[src/rtl/vgather_if.sv]
// vgather_if: scalar pair input stream plus packed vector output stream.
// The optional in_last wire exists only when VGATHER_FLUSH_EN is defined.
//
// Handshake rule for both streams: a beat transfers on a rising edge where
// valid and ready are both 1; while valid=1 and ready=0 the producer keeps
// valid high and its data unchanged; ready may depend on state only, never
// on the same-cycle valid.
interface vgather_if #(
  parameter int VECTOR_SIZE = 16,
  parameter int INT_SIZE    = 16
);
  logic                                   in_valid;
  logic                                   in_ready;
  logic [INT_SIZE-1:0]                    in_a;
  logic [INT_SIZE-1:0]                    in_x;
`ifdef VGATHER_FLUSH_EN
  logic                                   in_last;
`endif
  logic                                   out_valid;
  logic                                   out_ready;
  logic [VECTOR_SIZE-1:0][INT_SIZE-1:0]   out_a;
  logic [VECTOR_SIZE-1:0][INT_SIZE-1:0]   out_x;
  logic [$clog2(VECTOR_SIZE+1)-1:0]       fill_count;

`ifdef VGATHER_FLUSH_EN
  // Upstream producer / downstream consumer side (testbench or neighbours).
  modport master (
    output in_valid, in_a, in_x, in_last, out_ready,
    input  in_ready, out_valid, out_a, out_x, fill_count
  );
  // The gather block itself.
  modport slave (
    input  in_valid, in_a, in_x, in_last, out_ready,
    output in_ready, out_valid, out_a, out_x, fill_count
  );
`else
  modport master (
    output in_valid, in_a, in_x, out_ready,
    input  in_ready, out_valid, out_a, out_x, fill_count
  );
  modport slave (
    input  in_valid, in_a, in_x, out_ready,
    output in_ready, out_valid, out_a, out_x, fill_count
  );
`endif
endinterface

[src/rtl/vgather.sv]
// vgather: packs VECTOR_SIZE scalar (a, x) pairs into one packed lane vector
// and issues it as a single beat. A fill buffer collects lanes while the
// output register holds the previous vector, so input keeps flowing while a
// finished vector waits downstream.
// Optional feature macro: VGATHER_FLUSH_EN (adds in_last to close a vector
// early; lanes above the closing lane are zero-filled).
module vgather #(
  parameter int VECTOR_SIZE = 16,
  parameter int INT_SIZE    = 16
) (
  input  logic      clock,
  input  logic      reset,
  vgather_if.slave  bus,
  output logic      state_o   // debug: 0 = FILL, 1 = FULL
);

  localparam int IW = $clog2(VECTOR_SIZE);
  localparam int CW = $clog2(VECTOR_SIZE + 1);
  localparam logic [IW-1:0] LAST_IDX = IW'(VECTOR_SIZE - 1);

  typedef enum logic {
    S_FILL = 1'b0,
    S_FULL = 1'b1
  } state_t;

  typedef logic [VECTOR_SIZE-1:0][INT_SIZE-1:0] vec_t;

  state_t        state_q, state_d;
  logic [IW-1:0] idx_q, idx_d;
  vec_t          fill_a_q, fill_a_d;
  vec_t          fill_x_q, fill_x_d;
  vec_t          out_a_q, out_a_d;
  vec_t          out_x_q, out_x_d;
  logic          out_valid_q, out_valid_d;

  logic          in_ready_w;
  logic          accept_w;
  logic          slot_free_w;
  logic          close_w;
  vec_t          closed_a_w;
  vec_t          closed_x_w;

  // Input is taken only in FILL and never while reset is asserted.
  assign in_ready_w  = (state_q == S_FILL) && !reset;
  assign accept_w    = bus.in_valid && in_ready_w;
  // Output slot can take a new vector if empty or being drained this cycle.
  assign slot_free_w = !out_valid_q || bus.out_ready;

`ifdef VGATHER_FLUSH_EN
  assign close_w = (idx_q == LAST_IDX) || bus.in_last;
`else
  assign close_w = (idx_q == LAST_IDX);
`endif

  // Fill buffer with the current pair merged in at lane idx; when this pair
  // closes the vector, every lane above it is zeroed.
  always_comb begin
    closed_a_w = fill_a_q;
    closed_x_w = fill_x_q;
    for (int k = 0; k < VECTOR_SIZE; k++) begin
      if (k == int'(idx_q)) begin
        closed_a_w[k] = bus.in_a;
        closed_x_w[k] = bus.in_x;
      end else if (k > int'(idx_q) && close_w) begin
        closed_a_w[k] = '0;
        closed_x_w[k] = '0;
      end
    end
  end

  // Next-state: lane collection, vector issue and the FULL stall.
  always_comb begin
    state_d     = state_q;
    idx_d       = idx_q;
    fill_a_d    = fill_a_q;
    fill_x_d    = fill_x_q;
    out_a_d     = out_a_q;
    out_x_d     = out_x_q;
    out_valid_d = out_valid_q;

    // A transfer empties the slot; data is held. A load below overrides.
    if (out_valid_q && bus.out_ready) begin
      out_valid_d = 1'b0;
    end

    case (state_q)
      S_FILL: begin
        if (accept_w) begin
          fill_a_d = closed_a_w;
          fill_x_d = closed_x_w;
          if (close_w) begin
            idx_d = '0;
            if (slot_free_w) begin
              out_a_d     = closed_a_w;
              out_x_d     = closed_x_w;
              out_valid_d = 1'b1;
            end else begin
              state_d = S_FULL;
            end
          end else begin
            idx_d = idx_q + 1'b1;
          end
        end
      end
      S_FULL: begin
        if (slot_free_w) begin
          out_a_d     = fill_a_q;
          out_x_d     = fill_x_q;
          out_valid_d = 1'b1;
          state_d     = S_FILL;
        end
      end
      default: begin
        state_d = S_FILL;
      end
    endcase
  end

  // State and datapath registers; reset discards partial and pending data.
  always_ff @(posedge clock) begin
    if (reset) begin
      state_q     <= S_FILL;
      idx_q       <= '0;
      fill_a_q    <= '0;
      fill_x_q    <= '0;
      out_a_q     <= '0;
      out_x_q     <= '0;
      out_valid_q <= 1'b0;
    end else begin
      state_q     <= state_d;
      idx_q       <= idx_d;
      fill_a_q    <= fill_a_d;
      fill_x_q    <= fill_x_d;
      out_a_q     <= out_a_d;
      out_x_q     <= out_x_d;
      out_valid_q <= out_valid_d;
    end
  end

  assign bus.in_ready   = in_ready_w;
  assign bus.out_valid  = out_valid_q;
  assign bus.out_a      = out_a_q;
  assign bus.out_x      = out_x_q;
  assign bus.fill_count = (state_q == S_FULL) ? CW'(VECTOR_SIZE) : CW'(idx_q);
  assign state_o        = (state_q == S_FULL);

endmodule

[src/flat_wrapper.sv]
// flat-port wrapper written by rule: the top's interface ports become plain ports
module vgather_flat 
#(
  parameter int VECTOR_SIZE = 16,
  parameter int INT_SIZE    = 16
)
  (clock, reset, state_o, bus_in_valid, bus_in_a, bus_in_x, bus_out_ready, bus_in_ready, bus_out_valid, bus_out_a, bus_out_x, bus_fill_count);
  vgather_if #(.VECTOR_SIZE(VECTOR_SIZE), .INT_SIZE(INT_SIZE)) bus_i ();
  input  logic clock;
  input  logic reset;
  output logic state_o;
  input wire logic [$bits(bus_i.in_valid)-1:0] bus_in_valid;
  input wire logic [$bits(bus_i.in_a)-1:0] bus_in_a;
  input wire logic [$bits(bus_i.in_x)-1:0] bus_in_x;
  input wire logic [$bits(bus_i.out_ready)-1:0] bus_out_ready;
  output wire logic [$bits(bus_i.in_ready)-1:0] bus_in_ready;
  output wire logic [$bits(bus_i.out_valid)-1:0] bus_out_valid;
  output wire logic [$bits(bus_i.out_a)-1:0] bus_out_a;
  output wire logic [$bits(bus_i.out_x)-1:0] bus_out_x;
  output wire logic [$bits(bus_i.fill_count)-1:0] bus_fill_count;
  assign bus_i.in_valid = bus_in_valid;
  assign bus_i.in_a = bus_in_a;
  assign bus_i.in_x = bus_in_x;
  assign bus_i.out_ready = bus_out_ready;
  assign bus_in_ready = bus_i.in_ready;
  assign bus_out_valid = bus_i.out_valid;
  assign bus_out_a = bus_i.out_a;
  assign bus_out_x = bus_i.out_x;
  assign bus_fill_count = bus_i.fill_count;
  vgather #(.VECTOR_SIZE(VECTOR_SIZE), .INT_SIZE(INT_SIZE)) u_core (.clock(clock), .reset(reset), .bus(bus_i), .state_o(state_o));
endmodule
[config.mk]
export PLATFORM = sky130hd
export DESIGN_NAME = vgather_flat
export DESIGN_NICKNAME = d
export VERILOG_FILES = /design/src/rtl/vgather_if.sv /design/src/rtl/vgather.sv /design/src/flat_wrapper.sv
export SDC_FILE = /design/constraint.sdc
export NUM_CORES = 2
export LEC_CHECK = 0
export CORE_MARGIN = 2
export CORE_UTILIZATION = 50
export DETAILED_ROUTE_END_ITERATION = 16
export PLACE_DENSITY = 0.78
export SLEW_MARGIN = 0
export SYNTH_ARGS = -nofsm -noshare
export SYNTH_HDL_FRONTEND = slang
export SYNTH_SLANG_ARGS = --single-unit
[constraint.sdc]
create_clock -name clock -period 2.25 [get_ports clock]
set_clock_uncertainty 0.15 [all_clocks]
set_input_delay 0.5625 -clock clock [delete_from_list [all_inputs] [get_ports clock]]
set_output_delay 0.5625 -clock clock [all_outputs]
set_load 0.01 [all_outputs]
==> run metrics <==
status finished, final reports clean; critical path's largest stage delay around 0.33 ns; Crit. End Element output port; CP Launch Type register; fmax 0.451 GHz; H-tree Lvls 3; # placed instances between 6000 and 7000; Worst Setup SP u_core.state_o; CTS tree done; worst hold slack 0.0642 ns; CP Max Fanout 4; Synthesized Nets 4707; Worst EP required 1.54 ns; Top Family by Delay on Critical Path buffers and inverters; gr usage total between 20% and 30%; Syn Area/Cell 9.03 um^2; Non-Filler Instances 6203; vias per cell 5.86; Worst EP arrival 1.50 ns; most used cell along the critical path buf_6; share of cells above drive strength 1 10.3%; Core Area 83600 um^2; Synth top area share approximately 49%; cell chosen for the clock root clkbuf_16; Place WS -0.440 ns; Rows 106; final setup vio count 0; kind of critical path reg -> out; slew at the pin closest to its max-slew limit between 0.9 and 1 ns; total CTS buffers 102; DRT Pass-1 Iters 6; max capacitance violation total 0; Initial Util ~50%; post-route core utilization 63.9%; dpl hpwl ~85 mm; CTS Buffer Depth 3; Netlist cell types 38; GPL Wtd Cong about 0.83; Synth-to-Final Area Change 26.7%; flops & latches, synth 1030; Skew-Pair Late Insertion Delay 0.66 ns; Post-Place Cell Area 50400 um^2; clock sinks 1030; Die Ht between 200 and 300 um; Yosys top cell by area dfxtp_1; antenna-violating nets left 0; grt ovf 0; Tmin final between 2 and 2.5 ns; Mapped Cells around 4700; setup TNS 0 ns; drt drc 0; Fillers 6741; total wire length 134 mm; Die Area a little under 90000 um^2; DRT iter0 DRCs between 3000 and 4000; die width 294 um; Reg area 20600 um^2; hold_buf cts 0; LEAKAGE 20.2 nW; part of the Yosys area used for sequential elements 48.9%; Worst-path clk slew 0.06 ns; nets 5086; worst r2r src u_core.state_o; RSZ-0062 raised after global routing yes; startpoint of the worst hold path reset; Max-slew headroom 39.4%; antenna violations before repair 5; vias post-DR 36300; # diodes 0; worst path cell trace buf_6 -> buf_6 -> nor2_4 -> buf_6; CP max stage cell dfxtp_2; flop2flop setup slack 0.09 ns; Ys Warns 0; DR WL/cell 21.5 um; Worst Hold Class in -> reg; final hold vios 0; Tot Pwr 37.7 mW; IO Pins roughly 560; area of the multi-input gates around 19000 um^2; first-pass GRT wire length between 200 and 250 mm; PD cells 706 nW/um^2; Slew Limit Fails 0; CP bufs+invs 3; largest cells by area after synthesis dfxtp_1 49%, mux2i_1 11%, a211oi_1 9.1%, nand2b_1 6.8%, a21oi_1 6.5%; PnR worst setup slack 0.0350 ns; fin area 53400 um^2; VDD IR max 633 uV; number of port buffers 555; largest net degree at the start of global routing approximately 100; vias in the first global route 34400; final worst-path cycle share 98.4%; Synth Cell Area 42100 um^2
==> synthesized netlist by cell type (all sizes together) <==
| cell type | number |
|---|---|
| nand4bb | 1 |
| a22oi | 32 |
| nand3 | 3 |
| o21ai | 448 |
| nand2b | 456 |
| a22o | 32 |
| and3 | 7 |
| ha | 5 |
| dfxtp | 1030 |
| buf | 162 |
| nor3 | 7 |
| o31ai | 2 |
| nand4 | 1 |
| o211ai | 1 |
| clkbuf | 384 |
| a31oi | 2 |
| a21oi | 545 |
| a211oi | 512 |
| nor2b | 3 |
| xor2 | 1 |
| and4b | 1 |
| or2 | 2 |
| nor4bb | 1 |
| xnor2 | 2 |
| clkinv | 1 |
| nand2 | 547 |
| nor3b | 3 |
| inv | 3 |
| or3 | 1 |
| mux2i | 448 |
| and2 | 3 |
| nor2 | 20 |
==> final timing paths <==
kind / to / cells past startpoint
hold / removal: u_core.state_o / 3
setup / recovery: bus_fill_count[1] / 4
setup reg to reg: u_core.bus.out_a[244] / 8
hold reg to reg: u_core.fill_a_q[248] / 2
==> final cells by class <==
cell class / count / share of cell area [%]
Tap cell: 1080 / 2.53
Inverter: 4 / 0.0281
Clock inverter: 35 / 0.855
Timing Repair Buffer: 821 / 16.0
Clock buffer: 147 / 5.61
Multi-Input combinational cell: 3086 / 36.3
Sequential cell: 1030 / 38.7
==> power breakdown <==
group	switching [mW]	total (mW)	internal [mW]
clock	7.37	17.5	10.2
sequential	0.0578	18.4	18.3
combinational	1.12	1.78	0.653
==> metal layers <==
metal  vias to the layer above  track usage, %  wire length [um]
met2                      1544            46.9             61100
li1                      17100               -                 -
met1                     17400            39.5             56500
met4                         8            13.8              5930
met3                       300            4.52              9910
met5                         -               0                48
==> state kept, by name, summed over array words and instances (netlist names) <==
| name | cells |
|---|---|
| u_core.bus.out_a | 256 |
| u_core.bus.out_valid | 1 |
| u_core.fill_x_q | 256 |
| u_core.idx_q | 4 |
| u_core.fill_a_q | 256 |
| u_core.state_o | 1 |
| u_core.bus.out_x | 256 |
==> repair_timing <==
action / CTS / global route
setup endpoints to repair: 926 / 288
gates resized for setup: 562 / 13
setup buffers: 2 / 1
gates cloned: 0 / 2
==> logic make-up after synthesis <==
logic type | Yosys count | synth area share [%]
AOI/OAI and AO/OA | 1574 | 22.3
xor gates and xnor gates | 3 | 0.0624
adders and majority gates | 5 | 0.148
buffers and inverters | 550 | 5.56
DFF | 1030 | 48.9
muxes | 448 | 10.6
and+or+nand+nor | 1056 | 12.4
==> cell usage in the layout (no fill, tap or decap), types with 2 or more instances in the layout <==
cell type / netlist / layout
clkbuf_16: 0 / 105
dlygate4sd2_1: 0 / 514
buf_12: 0 / 134
buf_4: 29 / 124
nor2_4: 0 / 16
clkbuf_1: 383 / 19
or2_2: 2 / 2
xnor2_1: 2 / 2
a22oi_1: 32 / 32
ha_1: 5 / 4
o21ai_0: 448 / 448
bufinv_16: 0 / 8
dfxtp_1: 1030 / 1009
and3_1: 7 / 2
buf_6: 0 / 5
buf_2: 132 / 34
inv_1: 3 / 2
buf_16: 0 / 3
a22o_1: 32 / 32
clkbuf_8: 0 / 25
nor2_1: 11 / 3
nor2b_1: 3 / 3
clkdlybuf4s50_1: 0 / 3
nand3_2: 0 / 3
a211oi_1: 512 / 510
nor3_4: 0 / 3
a211oi_2: 0 / 2
mux2i_1: 448 / 448
dfxtp_2: 0 / 20
nand2_1: 547 / 547
nor3b_1: 3 / 2
clkinvlp_4: 0 / 3
and3_2: 0 / 5
inv_16: 0 / 2
clkinv_2: 0 / 18
a21oi_1: 545 / 545
nor3_1: 4 / 3
nand2b_1: 456 / 455
==> tightest hold or removal path, cell delays in order <==
cell	delay (ns)
buf_8	0.09
buf_12	0.12
nor3_1	0.05
Power figures use the tool's default switching activity.
